## config.mk

```make
export PLATFORM = sky130hd
export DESIGN_NAME = multicycle_control_fsm
export DESIGN_NICKNAME = d
export VERILOG_FILES = /design/src/rtl/multicycle_control_fsm.sv
export SDC_FILE = /design/constraint.sdc
export NUM_CORES = 1
export LEC_CHECK = 0
export ABC_CLOCK_PERIOD_IN_PS = 2300
export CAP_MARGIN = 30
export CORE_MARGIN = 4
export CORE_UTILIZATION = 34
export CTS_BUF_LIST = sky130_fd_sc_hd__clkbuf_16
export CTS_CLUSTER_SIZE = 20
export DETAILED_ROUTE_END_ITERATION = 7
export GPL_TIMING_DRIVEN = 1
export HOLD_SLACK_MARGIN = 0.12
export PLACE_DENSITY = 0.8
export RECOVER_POWER = 50
export REMOVE_ABC_BUFFERS = 1
export SLEW_MARGIN = 20
export SYNTH_ARGS = -nofsm -noshare
export SYNTH_HDL_FRONTEND = slang
export SYNTH_SLANG_ARGS = --single-unit
```

## constraint.sdc

```tcl
create_clock -name clock -period 2.3 [get_ports clock]
set_input_delay 0.23 -clock clock [delete_from_list [all_inputs] [get_ports clock]]
set_output_delay 0.23 -clock clock [all_outputs]
set_load 0.01 [all_outputs]
```

## src/rtl/multicycle_control_fsm.sv

```systemverilog
// ============================================================================
//  Module   : multicycle_control_fsm
//  Purpose  : Main control state machine for the multicycle MIPS datapath.
//             Decodes the registered instruction word and drives every
//             datapath control line each cycle, handles the memory-ready
//             handshake, pulses instr_done on the last cycle of each
//             instruction and keeps a sticky illegal-instruction flag.
//  Ports    : clock, reset_n (sync, active-low)
//             instr[31:0], zero, mem_ready              - inputs
//             pc_write, iord, ir_write, mem_write,
//             mem_to_reg[1:0], reg_dst[1:0], reg_write,
//             alu_src_a, alu_src_b[1:0], alu_control,
//             pc_src[1:0]                               - datapath controls
//             instr_done, illegal, state                - status / debug
//  Revision : 1.0 - initial release
// ============================================================================
`default_nettype none

module multicycle_control_fsm #(
    parameter int ALU_W   = 5,
    parameter int STATE_W = 4
) (
    input  logic               clock,
    input  logic               reset_n,
    input  logic [31:0]        instr,
    input  logic               zero,
    input  logic               mem_ready,
    output logic               pc_write,
    output logic               iord,
    output logic               ir_write,
    output logic               mem_write,
    output logic [1:0]         mem_to_reg,
    output logic [1:0]         reg_dst,
    output logic               reg_write,
    output logic               alu_src_a,
    output logic [1:0]         alu_src_b,
    output logic [ALU_W-1:0]   alu_control,
    output logic [1:0]         pc_src,
    output logic               instr_done,
    output logic               illegal,
    output logic [STATE_W-1:0] state
);

    typedef enum logic [3:0] {
        S_FETCH  = 4'd0,
        S_DECODE = 4'd1,
        S_MEMADR = 4'd2,
        S_MEMRD  = 4'd3,
        S_MEMWB  = 4'd4,
        S_MEMWR  = 4'd5,
        S_EXEC   = 4'd6,
        S_ALUWB  = 4'd7,
        S_BRANCH = 4'd8,
        S_ADDIEX = 4'd9,
        S_ADDIWB = 4'd10,
        S_JUMP   = 4'd11,
        S_JAL    = 4'd12,
        S_JR     = 4'd13
    } state_t;

    localparam logic [5:0] OP_RTYPE = 6'h00;
    localparam logic [5:0] OP_J     = 6'h02;
    localparam logic [5:0] OP_JAL   = 6'h03;
    localparam logic [5:0] OP_BEQ   = 6'h04;
    localparam logic [5:0] OP_ADDI  = 6'h08;
    localparam logic [5:0] OP_LW    = 6'h23;
    localparam logic [5:0] OP_SW    = 6'h2B;

    localparam logic [5:0] FN_JR    = 6'h08;
    localparam logic [5:0] FN_ADD   = 6'h20;
    localparam logic [5:0] FN_SUB   = 6'h22;
    localparam logic [5:0] FN_AND   = 6'h24;
    localparam logic [5:0] FN_OR    = 6'h25;
    localparam logic [5:0] FN_SLT   = 6'h2A;

    localparam logic [4:0] ALU_ADD  = 5'b00010;
    localparam logic [4:0] ALU_SUB  = 5'b00110;
    localparam logic [4:0] ALU_AND  = 5'b00000;
    localparam logic [4:0] ALU_OR   = 5'b00001;
    localparam logic [4:0] ALU_SLT  = 5'b00111;

    state_t     cur_state;
    logic [5:0] opcode;
    logic [5:0] funct;
    logic       opcode_ok;
    logic       funct_ok;
    logic [4:0] alu_op;
    logic       pc_write_raw;
    logic       ir_write_raw;
    logic       mem_write_raw;
    logic       reg_write_raw;
    logic       done_raw;

    assign opcode = instr[31:26];
    assign funct  = instr[5:0];
    assign state  = STATE_W'(cur_state);

    // Supported opcodes; R-type is accepted here and its funct is checked in EXEC.
    always_comb begin
        opcode_ok = 1'b0;
        case (opcode)
            OP_RTYPE, OP_J, OP_JAL, OP_BEQ,
            OP_ADDI, OP_LW, OP_SW: opcode_ok = 1'b1;
            default:               opcode_ok = 1'b0;
        endcase
    end

    // R-type ALU function decode; JR never reaches EXEC so it is not listed.
    always_comb begin
        funct_ok = 1'b1;
        alu_op   = ALU_ADD;
        case (funct)
            FN_ADD:  alu_op = ALU_ADD;
            FN_SUB:  alu_op = ALU_SUB;
            FN_AND:  alu_op = ALU_AND;
            FN_OR:   alu_op = ALU_OR;
            FN_SLT:  alu_op = ALU_SLT;
            default: funct_ok = 1'b0;
        endcase
    end

    // State register and sticky illegal flag.
    always_ff @(posedge clock) begin
        if (!reset_n) begin
            cur_state <= S_FETCH;
            illegal   <= 1'b0;
        end else begin
            case (cur_state)
                S_FETCH:  if (mem_ready) cur_state <= S_DECODE;
                S_DECODE: begin
                    case (opcode)
                        OP_LW, OP_SW: cur_state <= S_MEMADR;
                        OP_RTYPE:     cur_state <= (funct == FN_JR) ? S_JR : S_EXEC;
                        OP_BEQ:       cur_state <= S_BRANCH;
                        OP_ADDI:      cur_state <= S_ADDIEX;
                        OP_J:         cur_state <= S_JUMP;
                        OP_JAL:       cur_state <= S_JAL;
                        default: begin
                            illegal   <= 1'b1;
                            cur_state <= S_FETCH;
                        end
                    endcase
                end
                S_MEMADR: cur_state <= (opcode == OP_LW) ? S_MEMRD : S_MEMWR;
                S_MEMRD:  if (mem_ready) cur_state <= S_MEMWB;
                S_MEMWB:  cur_state <= S_FETCH;
                S_MEMWR:  if (mem_ready) cur_state <= S_FETCH;
                S_EXEC: begin
                    if (!funct_ok) begin
                        illegal   <= 1'b1;
                        cur_state <= S_FETCH;
                    end else begin
                        cur_state <= S_ALUWB;
                    end
                end
                S_ALUWB:  cur_state <= S_FETCH;
                S_BRANCH: cur_state <= S_FETCH;
                S_ADDIEX: cur_state <= S_ADDIWB;
                S_ADDIWB: cur_state <= S_FETCH;
                S_JUMP:   cur_state <= S_FETCH;
                S_JAL:    cur_state <= S_FETCH;
                S_JR:     cur_state <= S_FETCH;
                default:  cur_state <= S_FETCH;
            endcase
        end
    end

    // Control decode from the state register; mem_ready and zero are the only
    // combinational inputs besides the instruction fields.
    always_comb begin
        pc_write_raw  = 1'b0;
        iord          = 1'b0;
        ir_write_raw  = 1'b0;
        mem_write_raw = 1'b0;
        mem_to_reg    = 2'b00;
        reg_dst       = 2'b00;
        reg_write_raw = 1'b0;
        alu_src_a     = 1'b0;
        alu_src_b     = 2'b00;
        alu_control   = ALU_W'(ALU_ADD);
        pc_src        = 2'b00;
        done_raw      = 1'b0;
        case (cur_state)
            S_FETCH: begin
                alu_src_b    = 2'b01;
                ir_write_raw = mem_ready;
                pc_write_raw = mem_ready;
            end
            S_DECODE: begin
                alu_src_b = 2'b11;
                done_raw  = ~opcode_ok;
            end
            S_MEMADR: begin
                alu_src_a = 1'b1;
                alu_src_b = 2'b10;
            end
            S_MEMRD:  iord = 1'b1;
            S_MEMWB: begin
                mem_to_reg    = 2'b01;
                reg_write_raw = 1'b1;
                done_raw      = 1'b1;
            end
            S_MEMWR: begin
                iord          = 1'b1;
                mem_write_raw = 1'b1;
                done_raw      = mem_ready;
            end
            S_EXEC: begin
                alu_src_a   = 1'b1;
                alu_control = ALU_W'(alu_op);
                done_raw    = ~funct_ok;
            end
            S_ALUWB: begin
                reg_dst       = 2'b01;
                reg_write_raw = 1'b1;
                done_raw      = 1'b1;
            end
            S_BRANCH: begin
                alu_src_a    = 1'b1;
                alu_control  = ALU_W'(ALU_SUB);
                pc_src       = 2'b01;
                pc_write_raw = zero;
                done_raw     = 1'b1;
            end
            S_ADDIEX: begin
                alu_src_a = 1'b1;
                alu_src_b = 2'b10;
            end
            S_ADDIWB: begin
                reg_write_raw = 1'b1;
                done_raw      = 1'b1;
            end
            S_JUMP: begin
                pc_src       = 2'b10;
                pc_write_raw = 1'b1;
                done_raw     = 1'b1;
            end
            S_JAL: begin
                // Writes the already-incremented PC (PC+4) into $31.
                reg_dst       = 2'b10;
                mem_to_reg    = 2'b10;
                reg_write_raw = 1'b1;
                pc_src        = 2'b10;
                pc_write_raw  = 1'b1;
                done_raw      = 1'b1;
            end
            S_JR: begin
                pc_src       = 2'b11;
                pc_write_raw = 1'b1;
                done_raw     = 1'b1;
            end
            default: ;
        endcase
    end

    // Reset overrides every write strobe immediately, even mid-instruction.
    assign pc_write   = reset_n & pc_write_raw;
    assign ir_write   = reset_n & ir_write_raw;
    assign mem_write  = reset_n & mem_write_raw;
    assign reg_write  = reset_n & reg_write_raw;
    assign instr_done = reset_n & done_raw;

endmodule

`default_nettype wire

```

# Yosys cells after proc, flatten, opt, wreduce, memory -nomap -nowiden
# Index checks and enable logic that the tools add are counted.
# classes
eq_ne,30
n_mux,26
bitwise,7
n_reduce_logical,15
# ops
cell,n
$eq A6 B6 Y1 const B,7
$pmux W4 S7,1
$eq A4 B4 Y1 const B,6
$pmux W4 S6,1
$eq A4 B3 Y1 const B,4
$mux W4,4
$reduce_or A7 Y1,2
$eq A6 B2 Y1 const B,2
$eq A6 B4 Y1 const B,2
$pmux W2 S3,2
$pmux W3 S4,1
$ne A2 B2 Y1 const B,5
$pmux W5 S2,1
$mux W1,9
$eq A4 B2 Y1 const B,2
$pmux W2 S2,2
$reduce_or A2 Y1,4
$reduce_or A4 Y1,2
$eq A6 B3 Y1 const B,1
$logic_not A6 Y1,1
$mux W3,2
$reduce_and A3 Y1,2
$and A1 B1 Y1,5
$reduce_or A5 Y1,1
8 further kinds,9
# totals
regBits,5
in_bits,36
output_inout_bits,25
word_cells,80

# Longest topological paths before layout
# depth
word_depth,6
mapped_depth,5
mapped_depth_nobuf,4

# Least setup slack after synthesis
# OpenSTA, ideal clock, no wires.
# synth_path
path_type,reg-to-reg
startpoint,reg cur_state[2] (netlist: state[2])
endpoint,reg cur_state[0] (netlist: state[0])
setup_time_ns,0.060
arrival_ns,1.665
t_required_ns,2.240
setup_slack_ns,0.575
path_stages_with_launch,6
n_path_buf,1
period_less_slack_ns,1.725
cell_sequence,dfxtp_1 -> buf_6 -> or4b_4 -> or3_4 -> nor4b_2 -> o221a_1
# synth_between
elab_chain_len,3
word_cells_on_any_way,12
classes_between,9 x eq/ne; 1 x mux; 2 x reduce/logical
# synth_lines
item,line,rtl
from (decl),82,state_t cur_state;
from (signal assigned),133,OP_RTYPE: cur_state <= (funct == FN_JR) ? S_JR : S_EXEC;
from (signal assigned),144,S_MEMADR: cur_state <= (opcode == OP_LW) ? S_MEMRD : S_MEMWR;
"$eq A4 B2 Y1, or another cell as far along",128,case (cur_state)
$ne A2 B2 Y1 (no line),-,
$reduce_and A3 Y1 (no line),-,
# Several ways; a longest one is shown, not always the timed one.
# A chain may end at the register's enable or synchronous reset.

# Worst setup path in the final report
# layout_path
startpoint,reg cur_state[3] (netlist: state[3])
endpoint,out alu_control[2]
# layout_between
elab_chain_len,2
word_cells_on_any_way,3
classes_between,2 x eq/ne; 1 x mux
# layout_lines
item,line,rtl
$eq A4 B4 Y1 / $eq A4 B3 Y1 (equally long branches),183,case (cur_state)
$pmux W5 S2 *,183,
to (decl),37,"output logic [ALU_W-1:0] alu_control,"
# Every way passes the cells marked *; elsewhere a longest branch is shown, timed or not.

==> results by group <==
Cells and area
  • Non-filler instance count after layout: slightly below 200
  • Layout area overhead: 65.12%
  • Antenna fix cells: 0
  • Proportion of layout cells with a drive suffix above 1: 0.1617
  • Final nets: 204
  • Fraction of the core area covered by cells at the end of the flow: 0.6064

Yosys
  • Post-synthesis instance area: 835.8 um2
  • Yosys reg bits: 5
  • Syn avg cell area: just under 7 um2
  • Leading post-synthesis cells by cell area: sky130_fd_sc_hd__dfxtp_1 (12%), sky130_fd_sc_hd__nor3_1 (6.0%), sky130_fd_sc_hd__nand2b_1 (4.5%), sky130_fd_sc_hd__nor2_1 (4.5%), sky130_fd_sc_hd__nor2b_1 (3.7%)
  • Sequential fraction of the synthesis area: 0.1198
  • Fraction of post-synthesis cell area in the top cell type by area: 0.1198
  • Number of flops mapped to enable cells by yosys: 0
  • Number of cells produced by synthesis: 121
  • Count of warnings emitted by yosys: 0
  • Flip-flop cell with the highest count after synthesis: sky130_fd_sc_hd__dfxtp_1
  • Post-synth cell types: 49
  • Cell taking the most area after synthesis: sky130_fd_sc_hd__dfxtp_1
  • Async set-or-reset flop fraction in the synthesized netlist: 0

Timing
  • Worst hold slack across all endpoints: roughly 460 ps
  • Max Slew Vio Count: 0
  • Skew final: approximately 1.0 ps
  • Aggregate negative setup slack: 0 ps
  • Final clock period utilization by the worst path: 0.9629
  • Number of endpoints failing setup at the final stage: 0
  • F_max: 451.5 MHz
  • Clock period minus final worst setup slack: between 2000 and 2500 ps
  • Final count of hold timing violations: 0

Route
  • Post-detailed-route via-to-cell ratio: about 5.6
  • Detailed route wirelength on metal2: 1345 um
  • Via Count: 1090
  • Number of iterations in the first detailed-routing pass: 4
  • Routed WL per cell: between 10 and 15 um
  • DRC violation total after the first TritonRoute iteration: 33
  • Wire length after detailed routing: ~2700 um
  • Top sig layer: met4
  • Remaining antenna violation count after routing: 0
  • Wire length on met3: 206 um
  • Routed length on met1: 1077 um
  • Drt drc: 0

Floorplan
  • Core area: about 2300 um2
  • Chip Width: approximately 58 um
  • Die Ht: 57.58 um
  • Effective utilization at floorplan: 0.3672
  • Boundary Pins: 61
  • Number of rows in the core area: 17
  • Total die area: roughly 3300 um2

Critical path
  • Critical path's slowest cell: sky130_fd_sc_hd__clkdlybuf4s50_1
  • Critical path, cell by cell: buf_4 > nand2b_2 > nor3_2 > and2_4 > a32o_1 > clkdlybuf4s50_1
  • Worst setup SP type: register
  • Reg2reg setup slack: roughly 520 ps
  • Cell depth of the worst flop-to-flop path: 4
  • FF-to-FF End: state[0]
  • Data required time at the worst endpoint: between 2000 and 2500 ps
  • Max incr delay on CP: 530 ps
  • Type of element capturing the critical path: primary output
  • Combined buffer and inverter count along the critical path: 2
  • Arr. time, crit path: 1980 ps
  • Start of the worst register-to-register path: state[1]
  • Largest fanout of any net on the critical path: 17
  • Critical path class: register to primary output
  • Category of cells accounting for the largest share of critical-path delay: buffers and inverters

Place
  • Placed Cells incl. Taps: ~190
  • Placed wire-length estimate: about 2100 um
  • Routability cong.: 0.8546
  • Port Buffer Count: 38

Pwr
  • LEAKAGE: 0.4925 nW
  • Cell-internal power: slightly below 400 uW
  • Sequential share of power: 0.176
  • Power share of the combinational group: 0.288
  • Portion of total power attributed to the clock network: 0.536
  • Switching Power: approximately 130 uW
  • Cell Pwr Density: 382.5 nW/um2
  • Total design power: roughly 530 uW
  • Switching part of the total: 0.2486
  • Maximum VDD drop: ~0.4 mV

Clocking
  • CTS tree: yes
  • Clock Pin Slew Worst Setup and Hold Paths: around 30 ps
  • Clock insertion delay at the later pin of the skew report: 230 ps
  • Post-CTS Setup Repair Bufs: 0
  • CTS Buf Count: 3
  • Max Root-Sink Buffers: 2
  • H-tree depth: 1
  • Buffer type at the clock tree root: sky130_fd_sc_hd__clkbuf_16
  • TritonCTS sink count: 5

Min path
  • Hold path cells: 2
  • Worst Hold Launch: illegal
  • Class of the worst hold path: register to register
  • Endpoint of the worst hold path: illegal

Global routing
  • Antenna violations before repair: 0
  • Wire length of the first global-routing pass: roughly 4200 um
  • Total routing resource utilization after global routing: 0.1589
  • Maximum number of pins on one net before global-route repair: 21
  • Vias in the first global route: between 900 and 1000
  • Total gr overflow: 0

Flow run
  • # Max-Cap Violations: 0

Status
  • Status: completed
## registers in the layout, summed over array words and instances (netlist names)
| name | flops |
|---|---|
| illegal | 1 |
| state | 4 |
## worst max path at each step
| stage | slack (ps) | to | startpoint | cells past startpoint |
|---|---|---|---|---|
| global placement | 70 | instr_done | instr[29] | 6 |
| floorplan | 430 | state[0] | state[0] | 4 |
| CTS | 50 | alu_control[2] | state[3] | 6 |
| detailed placement | -30 | instr_done | instr[29] | 6 |
| finish | 90 | alu_control[2] | state[3] | 6 |
| global route | -10 | alu_control[2] | state[3] | 6 |
## repair_timing
action,in CTS,in global routing
resized for setup,2,5
hold buffers,0,0
setup endpoints to repair,3,4
hold endpoints to repair,0,0
## cell families (layout without fill, tap and decap cells)
family | Yosys count | after routing | share of synthesized area
AO/OA/AOI/OAI | 36 | 36 | 0.3174
XOR/XNOR | 2 | 2 | 0.02096
buffers and inverters | 15 | 60 | 0.08982
flip-flops | 5 | 5 | 0.1198
multiplexers | 1 | 1 | 0.01198
other | 1 | 2 | 0.004487
AND/OR/NAND/NOR | 61 | 61 | 0.4357
## synth_stat cells, types with 2 or more instances
cell	n
sky130_fd_sc_hd__o21a_1	3
sky130_fd_sc_hd__nand3_1	3
sky130_fd_sc_hd__a21oi_1	6
sky130_fd_sc_hd__nand2_1	8
sky130_fd_sc_hd__buf_4	3
sky130_fd_sc_hd__a221o_1	2
sky130_fd_sc_hd__a21boi_0	2
sky130_fd_sc_hd__o41ai_1	2
sky130_fd_sc_hd__nand4_1	2
sky130_fd_sc_hd__o31a_1	2
sky130_fd_sc_hd__nand3b_1	2
sky130_fd_sc_hd__nor2_1	10
sky130_fd_sc_hd__a31oi_1	3
sky130_fd_sc_hd__nor2b_1	5
sky130_fd_sc_hd__nand2b_1	6
sky130_fd_sc_hd__nand4b_1	2
sky130_fd_sc_hd__o21ai_0	5
sky130_fd_sc_hd__dfxtp_1	5
sky130_fd_sc_hd__inv_1	4
sky130_fd_sc_hd__clkbuf_1	7
sky130_fd_sc_hd__xnor2_1	2
sky130_fd_sc_hd__nor3_1	10
## placed cells by master, fill, tap and decap left out, types with 5 or more instances in the layout
cell	n
sky130_fd_sc_hd__clkdlybuf4s50_1	29
sky130_fd_sc_hd__buf_4	12
sky130_fd_sc_hd__nor2_1	10
sky130_fd_sc_hd__nor3_1	8
sky130_fd_sc_hd__nand2_1	8
sky130_fd_sc_hd__dlygate4sd3_1	7
sky130_fd_sc_hd__a21oi_1	6
sky130_fd_sc_hd__nand2b_1	5
sky130_fd_sc_hd__inv_1	5
sky130_fd_sc_hd__nor2b_1	5
sky130_fd_sc_hd__o21ai_0	5
sky130_fd_sc_hd__dfxtp_1	5
## area by class of cell
| type | count | area (um2) |
|---|---|---|
| Clock buffer | 3 | 75.07 |
| Timing Repair Buffer | 52 | 478.0 |
| Clock inverter | 1 | 3.754 |
| Fill cell | 211 | 895.9 |
| Tap cell | 28 | 35.03 |
| Inverter | 4 | 15.01 |
| Multi-Input combinational cell | 102 | 673.1 |
| Sequential cell | 5 | 100.1 |
## per-stage QoR
stage / setup WS [ps] / area [um2]
2_1_floorplan: 428.1 / 779.5
3_3_place_gp: 67.08 / 1300
3_5_place_dp: -30.36 / 1300
4_1_cts: 48.83 / 1383
5_1_grt: -12.69 / 1380
6_report: 85.28 / 1380
## layer usage
metal  vias to the layer above  GRT usage
li1                        545          -
met3                         5    0.03167
met2                        48     0.2629
met5                         -          0
met4                         0    0.06954
met1                       492     0.1971
## power by group through the flow
| stage | clock network [mW] | registers (mW) | logic, mW |
|---|---|---|---|
| floorplan | 0 | 0.101 | 0.0577 |
| global placement | 0 | 0.0939 | 0.150 |
| detailed placement | 0 | 0.0940 | 0.154 |
| CTS | 0.290 | 0.0928 | 0.154 |
| global route | 0.295 | 0.0933 | 0.164 |
| finish | 0.283 | 0.0927 | 0.152 |
## worst register-to-register path, cell delays in order (launching register included)
cell and delay (ps):
sky130_fd_sc_hd__dfxtp_1 310, sky130_fd_sc_hd__or4b_4 570, sky130_fd_sc_hd__or3_4 350, sky130_fd_sc_hd__nor4b_1 280, sky130_fd_sc_hd__o221a_1 220
Note: power is estimated with default switching activity, not from simulation.
